<file path="config.mk">
export PLATFORM = sky130hd
export DESIGN_NAME = tohost_monitor_flat
export DESIGN_NICKNAME = d
export VERILOG_FILES = /design/src/rtl/tohost_monitor_if.sv /design/src/rtl/tohost_monitor.sv /design/src/flat_wrapper.sv
export SDC_FILE = /design/constraint.sdc
export NUM_CORES = 1
export LEC_CHECK = 0
export CORE_MARGIN = 4
export CORE_UTILIZATION = 50
export CTS_CLUSTER_DIAMETER = 60
export DETAILED_ROUTE_END_ITERATION = 8
export GPL_TIMING_DRIVEN = 0
export PLACE_DENSITY_LB_ADDON = 0.3
export SETUP_SLACK_MARGIN = 0.1
export SYNTH_ARGS = -nofsm -noshare
export SYNTH_HDL_FRONTEND = slang
export SYNTH_SLANG_ARGS = --single-unit
</file>
<file path="constraint.sdc">
create_clock -name CLK -period 3 [get_ports CLK]
set_input_delay 0.6 -clock CLK [delete_from_list [all_inputs] [get_ports CLK]]
set_output_delay 0.6 -clock CLK [all_outputs]
set_load 0.1 [all_outputs]
</file>
<file path="src/rtl/tohost_monitor_if.sv">
// Result bus between tohost_monitor (master) and the top level / bench (slave).
interface tohost_monitor_if #(
    parameter int unsigned NUM_HARTS = 1,
    parameter int unsigned XLEN      = 32,
    parameter int unsigned CNT_W     = 32
);
    localparam int unsigned HART_W = (NUM_HARTS > 1) ? $clog2(NUM_HARTS) : 1;

    logic [NUM_HARTS*XLEN-1:0] tohost;
    logic                      core_rst_n;
    logic [NUM_HARTS-1:0]      hart_done;
    logic [NUM_HARTS-1:0]      hart_fail;
    logic                      done;
    logic                      pass;
    logic                      fail;
    logic                      timeout;
    logic [HART_W-1:0]         fail_hart;
    logic [XLEN-2:0]           fail_code;
    logic [CNT_W-1:0]          cycle_count;

    modport master (
        input  tohost,
        output core_rst_n, hart_done, hart_fail, done, pass, fail, timeout,
               fail_hart, fail_code, cycle_count
    );

    modport slave (
        output tohost,
        input  core_rst_n, hart_done, hart_fail, done, pass, fail, timeout,
               fail_hart, fail_code, cycle_count
    );
endinterface

</file>
<file path="src/rtl/tohost_monitor.sv">
// Run controller: holds the core in reset, then watches per-hart tohost words for pass/fail/timeout.
// Build option: define TOHOST_MONITOR_TIMEOUT_EN to enable the run-cycle timeout.
module tohost_monitor #(
    parameter int unsigned NUM_HARTS      = 1,
    parameter int unsigned XLEN           = 32,
    parameter int unsigned RST_CYCLES     = 64,
    parameter int unsigned TIMEOUT_CYCLES = 262144,
    parameter int unsigned CNT_W          = 32
) (
    input  logic             CLK,
    input  logic             RST,
    tohost_monitor_if.master bus
);
    localparam int unsigned HART_W = (NUM_HARTS > 1) ? $clog2(NUM_HARTS) : 1;
    localparam int unsigned HOLD_W = (RST_CYCLES > 1) ? $clog2(RST_CYCLES) : 1;

    typedef enum logic [1:0] {
        S_HOLD = 2'd0,
        S_RUN  = 2'd1,
        S_DONE = 2'd2
    } state_e;

    state_e                          state_q;
    logic [HOLD_W-1:0]               hold_cnt_q;
    logic                            core_rst_n_q;
    logic [CNT_W-1:0]                cycle_count_q;
    logic [NUM_HARTS-1:0]            hart_done_q;
    logic [NUM_HARTS-1:0]            hart_fail_q;
    logic [NUM_HARTS-1:0][XLEN-1:0]  latch_q;
    logic                            done_q;
    logic                            pass_q;
    logic                            fail_q;
    logic                            timeout_q;
    logic [HART_W-1:0]               fail_hart_q;
    logic [XLEN-2:0]                 fail_code_q;

    logic [NUM_HARTS-1:0]            hart_done_d;
    logic [NUM_HARTS-1:0]            hart_fail_d;
    logic [NUM_HARTS-1:0][XLEN-1:0]  latch_d;
    logic [HART_W-1:0]               fail_hart_d;
    logic [XLEN-2:0]                 fail_code_d;
    logic                            fail_seen_c;
    logic                            all_done_c;
    logic                            any_fail_c;
    logic                            timeout_hit_c;

    // Latch first nonzero tohost per hart and pick the lowest-index failure.
    always_comb begin
        hart_done_d = hart_done_q;
        hart_fail_d = hart_fail_q;
        latch_d     = latch_q;
        fail_hart_d = '0;
        fail_code_d = '0;
        fail_seen_c = 1'b0;
        for (int i = 0; i < NUM_HARTS; i++) begin
            if (!hart_done_q[i] && (bus.tohost[i*XLEN +: XLEN] != '0)) begin
                hart_done_d[i] = 1'b1;
                hart_fail_d[i] = (bus.tohost[i*XLEN +: XLEN] != XLEN'(1));
                latch_d[i]     = bus.tohost[i*XLEN +: XLEN];
            end
        end
        for (int i = 0; i < NUM_HARTS; i++) begin
            if (hart_fail_d[i] && !fail_seen_c) begin
                fail_seen_c = 1'b1;
                fail_hart_d = HART_W'(i);
                fail_code_d = latch_d[i][XLEN-1:1];
            end
        end
    end

    assign all_done_c = &hart_done_d;
    assign any_fail_c = |hart_fail_d;

`ifdef TOHOST_MONITOR_TIMEOUT_EN
    // Timeout only counts when nothing else completes on the same edge.
    assign timeout_hit_c = !(all_done_c || any_fail_c)
                         && (cycle_count_q == CNT_W'(TIMEOUT_CYCLES - 1));
`else
    // Constant-false: the timeout path is absent from this build.
    assign timeout_hit_c = 1'b0 && (cycle_count_q == CNT_W'(TIMEOUT_CYCLES - 1));
`endif

    always_ff @(posedge CLK) begin
        if (RST) begin
            state_q       <= S_HOLD;
            hold_cnt_q    <= '0;
            core_rst_n_q  <= 1'b0;
            cycle_count_q <= '0;
            hart_done_q   <= '0;
            hart_fail_q   <= '0;
            latch_q       <= '0;
            done_q        <= 1'b0;
            pass_q        <= 1'b0;
            fail_q        <= 1'b0;
            timeout_q     <= 1'b0;
            fail_hart_q   <= '0;
            fail_code_q   <= '0;
        end else begin
            case (state_q)
                S_HOLD: begin
                    if (hold_cnt_q == HOLD_W'(RST_CYCLES - 1)) begin
                        state_q      <= S_RUN;
                        core_rst_n_q <= 1'b1;
                    end else begin
                        hold_cnt_q <= hold_cnt_q + HOLD_W'(1);
                    end
                end
                S_RUN: begin
                    hart_done_q <= hart_done_d;
                    hart_fail_q <= hart_fail_d;
                    latch_q     <= latch_d;
                    if (all_done_c || any_fail_c || timeout_hit_c) begin
                        state_q      <= S_DONE;
                        core_rst_n_q <= 1'b0;
                        done_q       <= 1'b1;
                        pass_q       <= all_done_c && !any_fail_c;
                        fail_q       <= any_fail_c || timeout_hit_c;
                        timeout_q    <= timeout_hit_c;
                        fail_hart_q  <= fail_hart_d;
                        fail_code_q  <= fail_code_d;
                    end else if (cycle_count_q != '1) begin
                        cycle_count_q <= cycle_count_q + CNT_W'(1);
                    end
                end
                S_DONE: begin
                end
                default: state_q <= S_HOLD;
            endcase
        end
    end

    assign bus.core_rst_n  = core_rst_n_q;
    assign bus.hart_done   = hart_done_q;
    assign bus.hart_fail   = hart_fail_q;
    assign bus.done        = done_q;
    assign bus.pass        = pass_q;
    assign bus.fail        = fail_q;
    assign bus.timeout     = timeout_q;
    assign bus.fail_hart   = fail_hart_q;
    assign bus.fail_code   = fail_code_q;
    assign bus.cycle_count = cycle_count_q;
endmodule

</file>
<file path="src/flat_wrapper.sv">
// flat-port wrapper written by rule: the top's interface ports become plain ports
module tohost_monitor_flat 
#(
    parameter int unsigned NUM_HARTS      = 1,
    parameter int unsigned XLEN           = 32,
    parameter int unsigned RST_CYCLES     = 64,
    parameter int unsigned TIMEOUT_CYCLES = 262144,
    parameter int unsigned CNT_W          = 32
)
  (CLK, RST, bus_tohost, bus_core_rst_n, bus_hart_done, bus_hart_fail, bus_done, bus_pass, bus_fail, bus_timeout, bus_fail_hart, bus_fail_code, bus_cycle_count);
  tohost_monitor_if #(.NUM_HARTS(NUM_HARTS), .XLEN(XLEN), .CNT_W(CNT_W)) bus_i ();
  input  logic CLK;
  input  logic RST;
  input wire logic [$bits(bus_i.tohost)-1:0] bus_tohost;
  output wire logic [$bits(bus_i.core_rst_n)-1:0] bus_core_rst_n;
  output wire logic [$bits(bus_i.hart_done)-1:0] bus_hart_done;
  output wire logic [$bits(bus_i.hart_fail)-1:0] bus_hart_fail;
  output wire logic [$bits(bus_i.done)-1:0] bus_done;
  output wire logic [$bits(bus_i.pass)-1:0] bus_pass;
  output wire logic [$bits(bus_i.fail)-1:0] bus_fail;
  output wire logic [$bits(bus_i.timeout)-1:0] bus_timeout;
  output wire logic [$bits(bus_i.fail_hart)-1:0] bus_fail_hart;
  output wire logic [$bits(bus_i.fail_code)-1:0] bus_fail_code;
  output wire logic [$bits(bus_i.cycle_count)-1:0] bus_cycle_count;
  assign bus_i.tohost = bus_tohost;
  assign bus_core_rst_n = bus_i.core_rst_n;
  assign bus_hart_done = bus_i.hart_done;
  assign bus_hart_fail = bus_i.hart_fail;
  assign bus_done = bus_i.done;
  assign bus_pass = bus_i.pass;
  assign bus_fail = bus_i.fail;
  assign bus_timeout = bus_i.timeout;
  assign bus_fail_hart = bus_i.fail_hart;
  assign bus_fail_code = bus_i.fail_code;
  assign bus_cycle_count = bus_i.cycle_count;
  tohost_monitor #(.NUM_HARTS(NUM_HARTS), .XLEN(XLEN), .RST_CYCLES(RST_CYCLES), .TIMEOUT_CYCLES(TIMEOUT_CYCLES), .CNT_W(CNT_W)) u_core (.CLK(CLK), .RST(RST), .bus(bus_i));
endmodule
</file>
After elaboration in Yosys (flattened, before gate mapping)
Cells that the tools add are included. Widths: inputs -> output; s select.

$add $sub $neg: 2. Equal/unequal tests: 7. Multiplexer cells: 10. Bitwise gates (word level): 3. Reduce and logical (&&, ||, !) cells: 14.

Operators with widths (number): $add 32x1->32 const B (1); $mux 32 (1); $ne 32x1->1 const B (1); $ne 32x32->1 const B (1); $reduce_bool 32->1 (1); $mux 31 (1); $reduce_and 3->1 (3); $add 6x1->6 const B (1); $eq 6x6->1 const B (1); $pmux 2 s3 (1); $reduce_and 2->1 (3); $mux 1 (4); $mux 2 (2); $ne 2x1->1 const B (2); $not 1->1 (3); $eq 2x1->1 const B (1); $eq 2x2->1 const B (1); $logic_and 1x1->1 (2); $logic_not 1->1 (2); $logic_not 2->1 (1); $pmux 1 s2 (1); $reduce_bool 2->1 (1); $logic_or 1x1->1 (1).

Flip-flop bits (word level): 109. Input bits: 34. Logic and storage cells: 48.

Logic depth before layout (Yosys ltp)
Depth in word-level cells: 6. Mapped depth: 8. Gate-level depth less buffers: 7.

Worst setup path after synthesis
Ideal clock, no wire load.

Path type: reg2reg. From: register u_core.cycle_count_q[2], in the netlist u_core.bus.cycle_count[2]. To: register u_core.cycle_count_q[29], in the netlist u_core.bus.cycle_count[29]. Arrival time: 2.794 ns. Required time: 2.877 ns. Slack: 0.082 ns. Stages on the path, launching flop included: 7. Cell sequence: dfxtp_1 > nand4_1 > nor4_2 > nand4_2 > and3_1 > nand4_1 > mux2_1.

Word-level cells in the longest chain between the ends: 2. Elaborated cells between the ends (all ways): 3.

RTL lines: from (decl) (line tohost_monitor.sv:26) `logic [CNT_W-1:0] cycle_count_q;`; from (signal assigned) (line tohost_monitor.sv:122) `cycle_count_q <= cycle_count_q + CNT_W'(1);`; parallel branches: the longest is 2 deep, another holds $add 32x1->32.

Several ways; the timed one is not identified. A chain may end at the register's enable or synchronous reset.

Worst setup path after layout
From: input bus_tohost[9]. To: register u_core.cycle_count_q[18], in the netlist u_core.bus.cycle_count[18].

Word-level cells in the longest chain between the ends: 6. Elaborated cells between the ends (all ways): 8.

RTL lines: from (decl) (line flat_wrapper.sv:14) `input wire logic [$bits(bus_i.tohost)-1:0] bus_tohost;`; $reduce_bool 32->1 (line tohost_monitor.sv:56) `if (!hart_done_q[i] && (bus.tohost[i*XLEN +: XLEN] != '0)) begin`; $logic_and 1x1->1 (line tohost_monitor.sv:56); $mux 1 (line tohost_monitor.sv:56); $logic_or 1x1->1 (*) (line tohost_monitor.sv:112) `if (all_done_c || any_fail_c || timeout_hit_c) begin`; $not 1->1 (no source line) (*); $reduce_and 3->1 (no source line) (*).

Mark *: on every way between the ends. The rest lies on a longest branch, timed or not.

==> out/results.ini <==
[synth]
ys_ff_latch=108
synth_edf_count=0
ys_async_sr_fraction_pct=0
syn-cell-area_um2=4620
dominantRegCellSynth=dfxtp_1
yosysUniqueCellTypes=43
yosysSeqAreaShare_pct=46.8
yosys_warnings=0
synthCells=512
avgSynthCellArea_um2=9.02

[critical_path]
crit_top_cell=nor4_4
path_cells=clkdlybuf4s50_1, nor4_4, nand4_4, nor4_4, nand2_1, or3_1, a21oi_1
path_delay_family=simple AND/OR/NAND/NOR gates
slowest_delay_ps=610
crit_path_start_kind=input pin
worstPathMaxFanout=8
crit_buf_inv=1
critPathKind=in -> reg
worstPathArrival_ps=3040
endpoint_kind=flop
cp_slowest_cell=nor4_4
crit_required_ps=3300

[global_routing]
first_global_vias=4165
grt_pass1_wl_um=19700
grt_max_degree=17
grtUsageTotal_pct=21.7
antenna_found_initial=0
grt.overflow.total=0

[timing]
fin_crit_sh_pct=91.5
finalMaxSlewViolations=0
hold_violations=0
worstMarginPinSlew_ps=1010
fmax_mhz=364
maxSlewHeadroom_pct=32.6
setup_slack_ps=255
setup_viol=0
finalCriticalPeriod_ps=2750
grt_setup_unrepaired=no
finalClockSkew_ps=8.94

[power_and_ir_drop]
p_comb_share_pct=5.0
power_frac_seq_pct=58.4
p_int_mw=1.92
p_per_area_nw_per_um2=411
peakVddDrop_mv=0.196
switching_share_pct=22.2
switching_power_uw=545
leakagePower_nw=2.20
p_clk_share_pct=36.6

[placement]
dp_hpwl_um=8880
pre_cts_ws_ps=-181
io_buffers=101
place_congestion=0.836
dp_cells=722

[routing]
drt_first_iter_violations=135
routed_via_density=5.68
ant_nets=0
route.detailed.drc=0
vias=4198
drt_pass1_iterations=5
wl_um=11900
wire_per_inst_um=16.2

[cells_and_area]
nFillCells=701
seq_area_um2=2160
final_common_cell=dfxtp_1
nets=663
final_cell_mix=dfxtp_1, clkdlybuf4s50_1, nand2_1, nor2_1, a21oi_1
multi_input_area_um2=2300
finalNonFillerCells=739
syn_to_final_growth_pct=29.8
drive_gt1_share_pct=6.97
antenna_cells=0

[flow_run]
max_cap_violations=0

[clocking]
cts_inserted_buffers=9
cts_root_buffer=clkbuf_8
cts.sinks=108
cts_hold_buffers=0
cts_buffer_depth=2
htreeDepth=3
clock_latency_ps=360
cts_tree=done
path_clk_slew_ps=100

[floorplanning]
dieArea_um2=10800
initial_utilization_pct=52.2
io-pin-count=105
die_y_um=104
core_um2=8850
die_w_um=104
rows=34

[outcome]
outcome=complete, no violations

[min_path]
min_path_type=reg -> reg

-- power by group through the flow --
stage	Combinational [mW]	Clock (mW)	Sequential, mW
4_1_cts	0.123	0.905	1.44
3_5_place_dp	0.122	0	1.47
2_1_floorplan	0.0489	0	1.47
6_report	0.124	0.901	1.44
3_3_place_gp	0.121	0	1.47
5_1_grt	0.133	0.958	1.44
-- routing by layer --
layer,wire (µm),share of wire [%],GRT usage [%],vias to the layer above
li1,-,-,-,2031
met1,5380,45,27.7,2000
met2,5730,48,37.0,141
met3,603,5.0,4.03,26
met4,228,1.9,7.50,0
met5,0,0,0,-
-- cell type report --
class                   instances  area share [%]
plain buffers                  32            2.48
clock buffers                  12            2.59
clock inverters                 3           0.772
inverters                       5           0.313
multi-input cells             368            38.4
flip-flops and latches        108            36.1
well taps                     108            2.25
repair buffers                103            17.1
-- per-stage QoR --
stage	TNS (ps)	util, %	power [mW]	hold slack [ps]	instance area (µm²)
after detailed placement	-6630	65.2	1.59	440	5770
after global routing	0	67.7	2.53	470	5990
after floorplan	0	-	1.52	427	4620
after CTS	0	67.5	2.47	462	5970
final	0	67.7	2.46	462	5990
after global placement	-3280	65.2	1.59	436	5770
-- synthesized netlist by cell type (all sizes together) (3+ instances only) --
cell type  instances  area, µm²
mux2               5       56.3
nand2             68        255
nor2b              9       56.3
and2              33        206
xor2              23        201
clkbuf            20       75.1
a21o               8       60.1
and4               3       26.3
nor4              13        178
and3               8       50.1
or3                6       37.5
a21oi             38        190
inv                5       18.8
nand3             18       95.1
nand4             22        159
a221o             29        290
buf               12       73.8
nor2              48        180
o21ai              9       45.0
nor3               9       45.0
dfxtp            108       2160
-- path summary, 6_finish.rpt --
path	start	slack [ps]	cells past startpoint	to
worst max-delay path	bus_tohost[9]	250	7	u_core.bus.cycle_count[18]
worst min register to register	u_core.latch_q[5]	460	1	u_core.latch_q[5]
worst max register to register	u_core.bus.cycle_count[3]	440	6	u_core.bus.cycle_count[25]
worst min-delay path	u_core.latch_q[5]	460	1	u_core.latch_q[5]
-- worst register-to-register path, stage by stage, from the launching register on --
cell,delay [ps]
dfxtp_1,430
nand4_1,250
nor4_2,610
nand4_2,360
and3_1,350
nand4_1,130
mux2_1,320
-- registers in the layout, summed over array words and instances (netlist names) --
| register | flops |
|---|---|
| u_core.bus.hart_fail | 1 |
| u_core.bus.pass | 1 |
| u_core.bus.hart_done | 1 |
| u_core.latch_q | 31 |
| u_core.bus.done | 1 |
| u_core.bus.cycle_count | 32 |
| u_core.bus.fail | 1 |
| u_core.bus.fail_code | 31 |
| u_core.bus.core_rst_n | 1 |
| u_core.hold_cnt_q | 6 |
| u_core.state_q | 2 |
-- cells by family (layout without fill, tap and decap cells) --
group	Yosys count	count (layout)	synth area share (%)
and+or+nand+nor	243	243	29.0
xor gates and xnor gates	25	25	4.74
DFF	108	108	46.8
AOI/OAI and AO/OA	90	90	13.7
buffers and inverters	37	155	3.63
muxes	6	6	1.44
adders and majority gates	2	2	0.542
other	1	2	0.0812
-- what timing repair did --
item	4_1_cts	5_1_grt
endpoints found under the setup margin	0	46
buffers inserted	0	2
gates resized for setup	0	2
(Power assumes the default switching activity.)
